$ cat config.mk
export PLATFORM = sky130hd
export DESIGN_NAME = io_write_arbiter_flat
export DESIGN_NICKNAME = d
export VERILOG_FILES = /design/src/rtl/io_write_arbiter_if.sv /design/src/rtl/io_write_arbiter.sv /design/src/flat_wrapper.sv
export SDC_FILE = /design/constraint.sdc
export NUM_CORES = 1
export LEC_CHECK = 0
export CORE_MARGIN = 3
export CORE_UTILIZATION = 39
export CTS_CLUSTER_DIAMETER = 60
export DETAILED_ROUTE_END_ITERATION = 10
export DONT_BUFFER_PORTS = 1
export REMOVE_ABC_BUFFERS = 1
export SLEW_MARGIN = 30
export SYNTH_ARGS = -nofsm -noshare
export SYNTH_HDL_FRONTEND = slang
export SYNTH_SLANG_ARGS = --single-unit
$ cat constraint.sdc
create_clock -name clk -period 4.8 [get_ports clk]
set_input_delay 0.24 -clock clk [delete_from_list [all_inputs] [get_ports clk]]
set_output_delay 0.24 -clock clk [all_outputs]
set_load 0.005 [all_outputs]
$ cat src/rtl/io_write_arbiter_if.sv
// io_write_arbiter_if: requester-side handshake and shared I/O write bus signals
interface io_write_arbiter_if #(
    parameter int NUM_REQ = 4,
    parameter int ID_W    = 16,
    parameter int DATA_W  = 16,
    parameter int IDX_W   = 2
);
    logic [NUM_REQ-1:0]        req;
    logic [NUM_REQ-1:0]        req_lock;
    logic [NUM_REQ*ID_W-1:0]   req_id;
    logic [NUM_REQ*DATA_W-1:0] req_din;
    logic [NUM_REQ-1:0]        req_ready;
    logic [ID_W-1:0]           bus_id;
    logic [DATA_W-1:0]         bus_dout;
    logic                      bus_write;
    logic [NUM_REQ-1:0]        grant;
    logic [IDX_W-1:0]          last_idx;
    logic                      locked;

    modport master (
        output req, req_lock, req_id, req_din,
        input  req_ready, bus_id, bus_dout, bus_write, grant, last_idx, locked
    );

    modport slave (
        input  req, req_lock, req_id, req_din,
        output req_ready, bus_id, bus_dout, bus_write, grant, last_idx, locked
    );
endinterface

$ cat src/rtl/io_write_arbiter.sv
// io_write_arbiter: round-robin arbiter with burst lock sharing one registered I/O write bus
module io_write_arbiter #(
    parameter int NUM_REQ = 4,
    parameter int ID_W    = 16,
    parameter int DATA_W  = 16,
    parameter int IDX_W   = 2
) (
    input logic clk,
    input logic reset,
    io_write_arbiter_if.slave bus
);
    typedef enum logic {UNLOCKED, LOCKED} state_t;

    state_t             state, state_nx;
    logic [IDX_W-1:0]   owner, owner_nx, win, cand;
    logic [NUM_REQ-1:0] ready;
    logic               found;
    logic [ID_W-1:0]    id_sel;
    logic [DATA_W-1:0]  din_sel;

    // Pick at most one ready requester: the lock owner while locked, else first pending after last_idx
    always_comb begin
        ready = '0;
        found = 1'b0;
        cand  = '0;
        if (!reset) begin
            if (state == LOCKED) begin
                ready[owner] = bus.req[owner];
            end else begin
                for (int i = 1; i <= NUM_REQ; i++) begin
                    cand = IDX_W'((int'(bus.last_idx) + i) % NUM_REQ);
                    if (!found && bus.req[cand]) begin
                        ready[cand] = 1'b1;
                        found       = 1'b1;
                    end
                end
            end
        end
    end

    // Encode the winner and select its payload; ready only ever marks a pending requester
    always_comb begin
        win     = '0;
        id_sel  = '0;
        din_sel = '0;
        for (int i = 0; i < NUM_REQ; i++) begin
            if (ready[i]) begin
                win     = IDX_W'(i);
                id_sel  = bus.req_id[i*ID_W +: ID_W];
                din_sel = bus.req_din[i*DATA_W +: DATA_W];
            end
        end
    end

    assign bus.req_ready = ready;
    assign bus.locked    = (state == LOCKED);

    // Lock next state: take lock on a locking transfer, release whenever the owner stops asserting lock
    always_comb begin
        state_nx = state;
        owner_nx = owner;
        if (state == UNLOCKED) begin
            if (|ready && bus.req_lock[win]) begin
                state_nx = LOCKED;
                owner_nx = win;
            end
        end else if (!bus.req_lock[owner]) begin
            state_nx = UNLOCKED;
        end
    end

    // Lock state register
    always_ff @(posedge clk or posedge reset) begin
        if (reset) begin
            state <= UNLOCKED;
            owner <= '0;
        end else begin
            state <= state_nx;
            owner <= owner_nx;
        end
    end

    // Registered bus: strobe and grant follow the accepted write; id/data hold between writes
    always_ff @(posedge clk or posedge reset) begin
        if (reset) begin
            bus.bus_write <= 1'b0;
            bus.bus_id    <= '0;
            bus.bus_dout  <= '0;
            bus.grant     <= '0;
            bus.last_idx  <= IDX_W'(NUM_REQ - 1);
        end else begin
            bus.bus_write <= |ready;
            bus.grant     <= ready;
            if (|ready) begin
                bus.bus_id   <= id_sel;
                bus.bus_dout <= din_sel;
                bus.last_idx <= win;
            end
        end
    end
endmodule
$ cat src/flat_wrapper.sv
// flat-port wrapper written by rule: the top's interface ports become plain ports
module io_write_arbiter_flat 
#(
    parameter int NUM_REQ = 4,
    parameter int ID_W    = 16,
    parameter int DATA_W  = 16,
    parameter int IDX_W   = 2
)
  (clk, reset, bus_req, bus_req_lock, bus_req_id, bus_req_din, bus_req_ready, bus_bus_id, bus_bus_dout, bus_bus_write, bus_grant, bus_last_idx, bus_locked);
  io_write_arbiter_if #(.NUM_REQ(NUM_REQ), .ID_W(ID_W), .DATA_W(DATA_W), .IDX_W(IDX_W)) bus_i ();
  input logic clk;
  input logic reset;
  input wire logic [$bits(bus_i.req)-1:0] bus_req;
  input wire logic [$bits(bus_i.req_lock)-1:0] bus_req_lock;
  input wire logic [$bits(bus_i.req_id)-1:0] bus_req_id;
  input wire logic [$bits(bus_i.req_din)-1:0] bus_req_din;
  output wire logic [$bits(bus_i.req_ready)-1:0] bus_req_ready;
  output wire logic [$bits(bus_i.bus_id)-1:0] bus_bus_id;
  output wire logic [$bits(bus_i.bus_dout)-1:0] bus_bus_dout;
  output wire logic [$bits(bus_i.bus_write)-1:0] bus_bus_write;
  output wire logic [$bits(bus_i.grant)-1:0] bus_grant;
  output wire logic [$bits(bus_i.last_idx)-1:0] bus_last_idx;
  output wire logic [$bits(bus_i.locked)-1:0] bus_locked;
  assign bus_i.req = bus_req;
  assign bus_i.req_lock = bus_req_lock;
  assign bus_i.req_id = bus_req_id;
  assign bus_i.req_din = bus_req_din;
  assign bus_req_ready = bus_i.req_ready;
  assign bus_bus_id = bus_i.bus_id;
  assign bus_bus_dout = bus_i.bus_dout;
  assign bus_bus_write = bus_i.bus_write;
  assign bus_grant = bus_i.grant;
  assign bus_last_idx = bus_i.last_idx;
  assign bus_locked = bus_i.locked;
  io_write_arbiter #(.NUM_REQ(NUM_REQ), .ID_W(ID_W), .DATA_W(DATA_W), .IDX_W(IDX_W)) u_core (.clk(clk), .reset(reset), .bus(bus_i));
endmodule
# Word-level counts from Yosys, hierarchy flattened
# Cells that the tools add are included.
[totals]
ff_bits = 42
inputBits = 138
wordCells = 100
[op_classes]
n_addsub = 4
magnitude_cmp = 11
n_mux = 59
bitwise_logic = 5
n_reduce_logical = 14
[ops]
columns = ["op", "n"]
rows = [
  ["2-to-1 mux 16 bit", 8],
  ["2-to-1 mux 4 bit", 12],
  ["2-to-1 mux 1 bit", 25],
  ["< comparator 2 x 3 -> 1 bit, second input constant", 6],
  ["binary-select mux 1 bit (select 2 bit)", 7],
  ["OR 4 bit", 3],
  ["demux 1 bit (select 2 bit)", 5],
  ["greater-or-equal comparator 2 x 1 -> 1 bit, second input constant", 5],
  ["logical AND 1 bit", 9],
  ["adder 2 x 1 -> 2 bit, second input constant", 2],
  ["adder 2 bit, second input constant", 2],
  ["AND 4 bit", 1],
  ["2-to-1 mux 2 bit", 2],
  ["OR reduction 4 bit", 1],
  ["logical NOT 1 bit", 3],
  ["AND reduction 2 bit", 1],
  ["NOT 1 bit", 1],
]

# Logic depth before layout (Yosys ltp)
# Gate-level depths: netlist (run 1).
[depth]
depth_word = 29
depth_mapped = 11

# Worst setup path before layout (run 1)
# No wires, ideal clock.
[synth_path]
kind = "register to register"
startpoint = "register u_core.bus.last_idx[0]"
endpoint = "register u_core.bus.bus_dout[10]"
setup_time_ns = 0.121
arrival_time_ns = 3.316
required_ns = 4.679
slack_ns = 1.363
stages_incl_launch_ff = 11
n_path_buf = 1
period_less_slack_ns = 3.437
cell_sequence = "dfstp_2 -> inv_1 -> ha_1 -> mux4_2 -> a221o_1 -> o31ai_4 -> inv_2 -> nor3_4 -> nand2_2 -> buf_2 -> o22a_1"
[synth_between]
elab_chain_len = 25
[synth_rtl]
columns = ["item", "line", "text"]
rows = [
  ["start: declaration", "io_write_arbiter_if.sv:27", "output req_ready, bus_id, bus_dout, bus_write, grant, last_idx, locked"],
  ["start signal: assignment", "io_write_arbiter.sv:90", "bus.last_idx <= IDX_W'(NUM_REQ - 1);"],
  ["start signal: assignment", "io_write_arbiter.sv:97", "bus.last_idx <= win;"],
  ["parallel branches: the longest is 18 deep, another holds < comparator 2 x 3 -> 1 bit", "n/a", ""],
  ["2-to-1 mux 4 bit (*)", "io_write_arbiter.sv:32", "if (!found && bus.req[cand]) begin"],
  ["2-to-1 mux 4 bit (*)", "io_write_arbiter.sv:27", "if (state == LOCKED) begin"],
  ["2-to-1 mux 4 bit (*)", "io_write_arbiter.sv:26", "if (!reset) begin"],
  ["2-to-1 mux 16 bit (4 in a row)", "io_write_arbiter.sv:47", "if (ready[i]) begin"],
  ["end signal: assignment", "io_write_arbiter.sv:96", "bus.bus_dout <= din_sel;"],
  ["end: declaration", "io_write_arbiter_if.sv:27", ""],
]
# Every way passes the cells marked *. The select of a mux whose other input is x is not followed.
# A chain may end at the register's enable or synchronous reset.

# Worst setup path in the final report (run 1)
[layout_path]
startpoint = "register u_core.bus.last_idx[0]"
endpoint = "register u_core.bus.bus_id[2]"
[layout_between]
elab_chain_len = 25
[layout_rtl]
columns = ["item", "line", "text"]
rows = [
  ["parallel branches: the longest is 18 deep, another holds < comparator 2 x 3 -> 1 bit", "n/a", ""],
  ["2-to-1 mux 4 bit (*)", "io_write_arbiter.sv:32", ""],
  ["2-to-1 mux 4 bit (*)", "io_write_arbiter.sv:27", ""],
  ["2-to-1 mux 4 bit (*)", "io_write_arbiter.sv:26", ""],
  ["2-to-1 mux 16 bit (4 in a row)", "io_write_arbiter.sv:47", ""],
  ["end signal: assignment", "io_write_arbiter.sv:95", "bus.bus_id <= id_sel;"],
  ["end: declaration", "io_write_arbiter_if.sv:27", ""],
]
# Marks and branches as above.

==> flow_metrics.env, run 1 <==
export IMPL_outcome="finished clean"
export IMPL_cts_buffers=5
export IMPL_required_ns=4.99
export IMPL_fin_nets=463
export IMPL_fin_util_pct=44.1
export IMPL_final_area_sq_um=3060
export IMPL_hp_class="in2reg"
export IMPL_final_seq_area_sq_um=1050
export IMPL_cp_end_kind="register"
export IMPL_placed_area_sq_um=2960
export IMPL_multiInputGateArea_sq_um=1690
export IMPL_finalMaxSlewViolations=0
export IMPL_worst_slack_ns=0.632
export IMPL_netlist_area_sq_um=2860
export IMPL_power_density_nw_per_um2=919
export IMPL_arrival_ns=4.36
export IMPL_async_reset_ff_share_pct=100
export IMPL_antenna_cells=0
export IMPL_ys_warn_count=0
export IMPL_worstRegToRegCells=8
export IMPL_syn_area_per_cell_sq_um=8.76
export IMPL_start_kind="register"
export IMPL_start_util_pct=41.2
export IMPL_crit_path_max_incr_delay_ns=0.68
export IMPL_drt_wirelength_per_cell_um=21.9
export IMPL_synth_cell_types=32
export IMPL_synth_edf_count=0
export IMPL_grt_overflow=0
export IMPL_cap_viol_max_count=0
export IMPL_place_congestion=0.907
export IMPL_cts_root_buffer="clkbuf_8"
export IMPL_dpl_hpwl_um=6360
export IMPL_cts_setup_buffers=0
export IMPL_p_total_uw=2810
export IMPL_cp_depth=8
export IMPL_r2r_end="u_core.bus.bus_id[2]"
export IMPL_ctsHoldBuffers=0
export IMPL_cts_resized=0
export IMPL_wl_um=9070
export IMPL_fin_skew_ns=0.00930
export IMPL_io_pins=182
export IMPL_ys_flop_type="dfrtp_1"
export IMPL_period_minus_slack_ns=4.17
export IMPL_antenna_found_initial=0
export IMPL_syn2layout_area_growth_pct=6.86
export IMPL_drive_gt1_share_pct=9.75
export IMPL_crit_chain="inv_1 -> ha_1 -> mux4_2 -> a221o_1 -> o31ai_4 -> buf_4 -> nand2_2 -> o22a_1"
export IMPL_dr_total_vias=2658
export IMPL_cp_slowest_cell="dfstp_2"
export IMPL_critPathKind="reg2reg"
export IMPL_die_area_sq_um=8410
export IMPL_grt_usage_pct=21.5
export IMPL_cts_clk_slew_worst_paths_ns=0.09
export IMPL_grt_max_degree=43
export IMPL_rows=30
export IMPL_yosys_register_bits=42
export IMPL_path_buf_inv=2
export IMPL_rsz0062_at_grt="false"
export IMPL_pre_cts_ws_ns=0.563
export IMPL_ys_seq_area_share_pct=36.8
export IMPL_crit_start="u_core.bus.last_idx[0]"
export IMPL_core_sq_um=6940
export IMPL_ir_worst_vdd_uv=330
export IMPL_r2r_slack_ns=0.63
export IMPL_clock_path_buffers=2
export IMPL_r2r_start="u_core.bus.last_idx[0]"
export IMPL_cts_sinks=42
export IMPL_grt_pass1_vias=2780
export IMPL_setup_violations=0
export IMPL_cts_tree="done"
export IMPL_firstDrtPassIters=4
export IMPL_cp_endpoint="u_core.bus.bus_id[2]"
export IMPL_power_leakage_uw=0.00120
export IMPL_slew_headroom_pct=48.2
export IMPL_portBuffers=0
export IMPL_insertion_delay_ns=0.30
export IMPL_fillers=692
export IMPL_remaining_drc_errors=0
export IMPL_h_tree_depth=2
export IMPL_fp_dieH_um=91.7
export IMPL_via_per_inst=6.42
export IMPL_crit_fanout=35
export IMPL_fmax_mhz=240
export IMPL_ant_nets=0
export IMPL_die_w_um=91.7
export IMPL_fin_crit_sh_pct=86.8
export IMPL_final_hold_violation_count=0
export IMPL_worst_pin_slew_ns=0.776
export IMPL_grt_pass1_wl_um=14400
export IMPL_critPathTopFamily="compound AO/OA/AOI/OAI gates"
export IMPL_synthCells=327
export IMPL_drt_initial_drc_count=88
==> report_power, final <==
group / internal, uW / switching (uW)
combinational: 827 / 991
clock: 103 / 132
sequential: 573 / 187
==> cells in the mapped netlist (2+ instances only) <==
cell | count | share of area (%)
o21a_1 | 33 | 8.7
nand2_1 | 2 | 0.26
o21ai_0 | 2 | 0.35
a221oi_1 | 4 | 1.2
ha_1 | 8 | 3.5
inv_2 | 2 | 0.26
mux4_2 | 5 | 3.9
buf_2 | 6 | 1.0
buf_1 | 5 | 0.66
and2_1 | 7 | 1.5
a221o_1 | 4 | 1.4
dfstp_2 | 2 | 1.8
clkbuf_1 | 15 | 2.0
o211ai_1 | 4 | 1.0
nand3_1 | 36 | 6.3
nor2_1 | 32 | 4.2
inv_1 | 8 | 1.0
a21oi_1 | 68 | 12
dfrtp_1 | 40 | 35
o22a_1 | 32 | 9.8
==> routing by layer <==
layer / track usage, % / part of all wire [%] / vias to the layer above
met4: 7.80 / 2.0 / 0
met2: 38.2 / 51 / 148
met3: 5.17 / 7.8 / 14
met1: 24.9 / 39 / 1290
met5: 0 / 0 / -
li1: - / - / 1206
==> placed cells by master, fill, tap and decap left out, drive strengths merged, types with 5 or more instances in the layout <==
master | netlist | routed
a21oi | 68 | 68
dfrtp | 40 | 40
nand3 | 36 | 36
o21a | 33 | 33
nor2 | 32 | 32
o22a | 32 | 32
inv | 10 | 10
ha | 8 | 8
buf | 11 | 8
and2 | 7 | 7
mux4 | 5 | 5
clkbuf | 15 | 5
==> logic make-up (layout without fill, tap and decap cells) <==
logic type / after synthesis / after routing / synth area share, %
AO/OA/AOI/OAI: 153 / 153 / 36.7
buffers and inverters: 36 / 27 / 4.98
flip-flops: 42 / 42 / 36.8
multiplexers: 5 / 5 / 3.93
adder cells (fa/ha/maj): 8 / 8 / 3.50
AND/OR/NAND/NOR: 83 / 83 / 14.2
==> worst min-delay path by stage <==
| stage | from | end | slack (ns) | cells after the start |
|---|---|---|---|---|
| floorplan | bus_req_lock[3] | u_core.bus.locked | 0.46 | 2 |
| global placement | reset | u_core.owner[0] | 0.37 | 1 |
| detailed placement | reset | u_core.bus.locked | 0.38 | 1 |
| CTS | reset | u_core.bus.bus_dout[7] | 0.04 | 1 |
| global route | bus_req_id[6] | u_core.bus.bus_id[6] | 0.17 | 2 |
| finish | bus_req_din[6] | u_core.bus.bus_dout[6] | 0.18 | 2 |
==> final cells by class <==
type | count | area share (%)
multi-input combinational | 249 | 55.2
clock inverter | 3 | 0.613
tap | 96 | 3.92
timing repair buffer | 9 | 2.29
sequential | 42 | 34.4
inverter | 10 | 1.27
clock buffer | 5 | 2.25
==> stage by stage <==
| stage | hold WS (ns) | setup TNS [ns] | cells |
|---|---|---|---|
| after floorplan | 0.455 | -91.66 | 301 |
| after global placement | 0.366 | 0 | 405 |
| after detailed placement | 0.383 | 0 | 405 |
| after CTS | 0.0406 | 0 | 413 |
| after global routing | 0.174 | 0 | 414 |
| final | 0.182 | 0 | 414 |
==> registers in the layout, indices dropped and copies added, names as in the netlist <==
name / count
u_core.bus.bus_dout: 16
u_core.bus.bus_id: 16
u_core.bus.grant: 4
u_core.bus.last_idx: 2
u_core.owner: 2
u_core.bus.bus_write: 1
u_core.bus.locked: 1
Power figures use the tool's default switching activity.
==> inputs of run 2 (changes only) <==
--- a/config.mk
+++ b/config.mk
@@ -6,7 +6,7 @@
 export NUM_CORES = 1
 export LEC_CHECK = 0
 export CORE_MARGIN = 3
-export CORE_UTILIZATION = 39
+export CORE_UTILIZATION = 46
 export CTS_CLUSTER_DIAMETER = 60
 export DETAILED_ROUTE_END_ITERATION = 10
 export DONT_BUFFER_PORTS = 1
==> run 2 against run 1 <==
Sequential power barely moved. Critical path type unchanged. Non-clock buffer count did not move. Clock power rose by 5%. Sequential cell count did not move. Fmax fell by 0.33%. Clock skew fell by 0.0044 ns. Highest routed layer unchanged. Critical endpoint is now u_core.bus.bus_dout[5]. Setup slack got worse by 0.014 ns. Sequential share of layout area rose by 0.21 points. Final cell count fell by 5.1%. Global-route usage rose by 2.2 points.
==> flow_metrics.env, run 2 (synthesis gave the netlist of run 1 again) <==
export IMPL_power_density_nw_per_um2=925
export IMPL_largestRegisters="u_core.bus.bus_dout (16), u_core.bus.bus_id (16), u_core.bus.grant (4)"
export IMPL_fp_dieH_um=84.9
export IMPL_io_pins=182
export IMPL_dr_total_vias=2624
export IMPL_via_per_inst=6.68
export IMPL_cts_sinks=42
export IMPL_rsz0062_at_grt="false"
export IMPL_wl_um=8550
export IMPL_cts_tree="done"
export IMPL_outcome="finished clean"
export IMPL_power_leakage_uw=0.00120
export IMPL_fmax_mhz=239
export IMPL_grt_pass1_wl_um=13700
export IMPL_dpl_hpwl_um=6030
export IMPL_grt_pass1_vias=2643
export IMPL_syn2layout_area_growth_pct=6.20
export IMPL_setup_violations=0
export IMPL_cp_end_kind="register"
export IMPL_critPathKind="reg2reg"
export IMPL_cts_buffers=5
export IMPL_grt_max_degree=43
export IMPL_h_tree_depth=2
export IMPL_final_common_cell="a21oi_1"
export IMPL_grt_overflow=0
export IMPL_grt_usage_pct=23.7
export IMPL_drive_gt1_share_pct=9.43
export IMPL_drt_wirelength_per_cell_um=21.8
export IMPL_drt_initial_drc_count=100
export IMPL_rows=28
export IMPL_firstDrtPassIters=4
export IMPL_start_util_pct=47.8
export IMPL_final_hold_violation_count=0
export IMPL_start_kind="register"
export IMPL_layout_common_cells="a21oi_1, dfrtp_1, nand3_1, o21a_1"
export IMPL_finalMaxSlewViolations=0
export IMPL_portBuffers=0
export IMPL_placed_area_sq_um=2940
export IMPL_antenna_found_initial=0
export IMPL_arrival_ns=4.36
export IMPL_die_w_um=84.9
export IMPL_cts_resized=0
export IMPL_ir_worst_vdd_uv=667
export IMPL_cts_root_buffer="clkbuf_8"
export IMPL_remaining_drc_errors=0
export IMPL_fin_nets=463
export IMPL_ant_nets=0
export IMPL_insertion_delay_ns=0.29
export IMPL_place_congestion=0.878
export IMPL_hp_class="in2reg"
export IMPL_die_area_sq_um=7210
export IMPL_fin_skew_ns=0.00494
export IMPL_required_ns=4.98
export IMPL_cts_clk_slew_worst_paths_ns=0.08
export IMPL_p_total_uw=2810
export IMPL_slew_headroom_pct=46.4
export IMPL_antenna_cells=0
export IMPL_placed_cells=384
export IMPL_clock_path_buffers=2
export IMPL_period_minus_slack_ns=4.18
export IMPL_core_sq_um=5990
export IMPL_fin_crit_sh_pct=87.1
export IMPL_worst_pin_slew_ns=0.804
export IMPL_final_area_sq_um=3040
export IMPL_crit_fanout=35
export IMPL_cap_viol_max_count=0
export IMPL_final_cells=393
## run 2: cell types whose count changed in the layout (fill, tap and decap cells not counted), sizes merged
cell	change
clkbuf	+2
clkinv	-2
## run 2: per-stage QoR
stage	hold WS [ns]	util [%]	TNS [ns]	worst slack, ns
after global placement	0.373	49.0	0	0.649
final	0.192	50.8	0	0.618
after CTS	0.0469	50.6	0	0.575
after floorplan	0.455	-	-91.66	-2.54
after detailed placement	0.374	49.0	0	0.581
after global routing	0.182	50.8	0	0.248
## run 2: what timing repair did
item                      in CTS  in global routing
setup buffers                  0                  0
hold buffers                   0                  1
hold endpoints to repair       0                 40
## run 2: routing by layer
layer / global-route usage [%] / wire [um]
met5: 0 / 0
met4: 5.47 / 76
met3: 6.41 / 849
met2: 40.6 / 4240
met1: 29.8 / 3390
## run 2: worst paths after layout
check	start	endpoint	slack, ns	cells after the start
setup / recovery	u_core.bus.last_idx[0]	u_core.bus.bus_dout[5]	0.62	8
hold / removal	bus_req_lock[3]	u_core.bus.locked	0.19	2
setup reg to reg	u_core.bus.last_idx[0]	u_core.bus.bus_dout[5]	0.62	8
hold reg to reg	u_core.bus.bus_id[15]	u_core.bus.bus_id[15]	0.54	1
max in group asynchronous	reset	u_core.bus.bus_id[3]	3.85	2
min in group asynchronous	reset	u_core.bus.locked	0.51	2
## run 2: layout make-up
| class | instances | area, sq um |
|---|---|---|
| Sequential cell | 42 | 1050 |
| Multi-Input combinational cell | 249 | 1690 |
| Fill cell | 612 | 2950 |
| Tap cell | 75 | 93.8 |
| Clock buffer | 7 | 86.3 |
| Clock inverter | 1 | 8.76 |
| Timing Repair Buffer | 9 | 70.1 |
| Inverter | 10 | 38.8 |
## run 2: worst max-delay path: stages (launching register included)
cell and delay (ns):
dfstp_2 0.68, inv_1 0.16, ha_1 0.35, mux4_2 0.58, a221o_1 0.41, o31ai_4 0.66
buf_4 0.37, nand2_2 0.45, o22a_1 0.38
## run 2: power breakdown
part	leakage, uW	switching [uW]	total, uW	internal (uW)
combinational	0.000653	982	1810	828
clock	0.0000489	127	246	119
sequential	0.000498	185	758	573
total	0.00120	1290	2810	1520
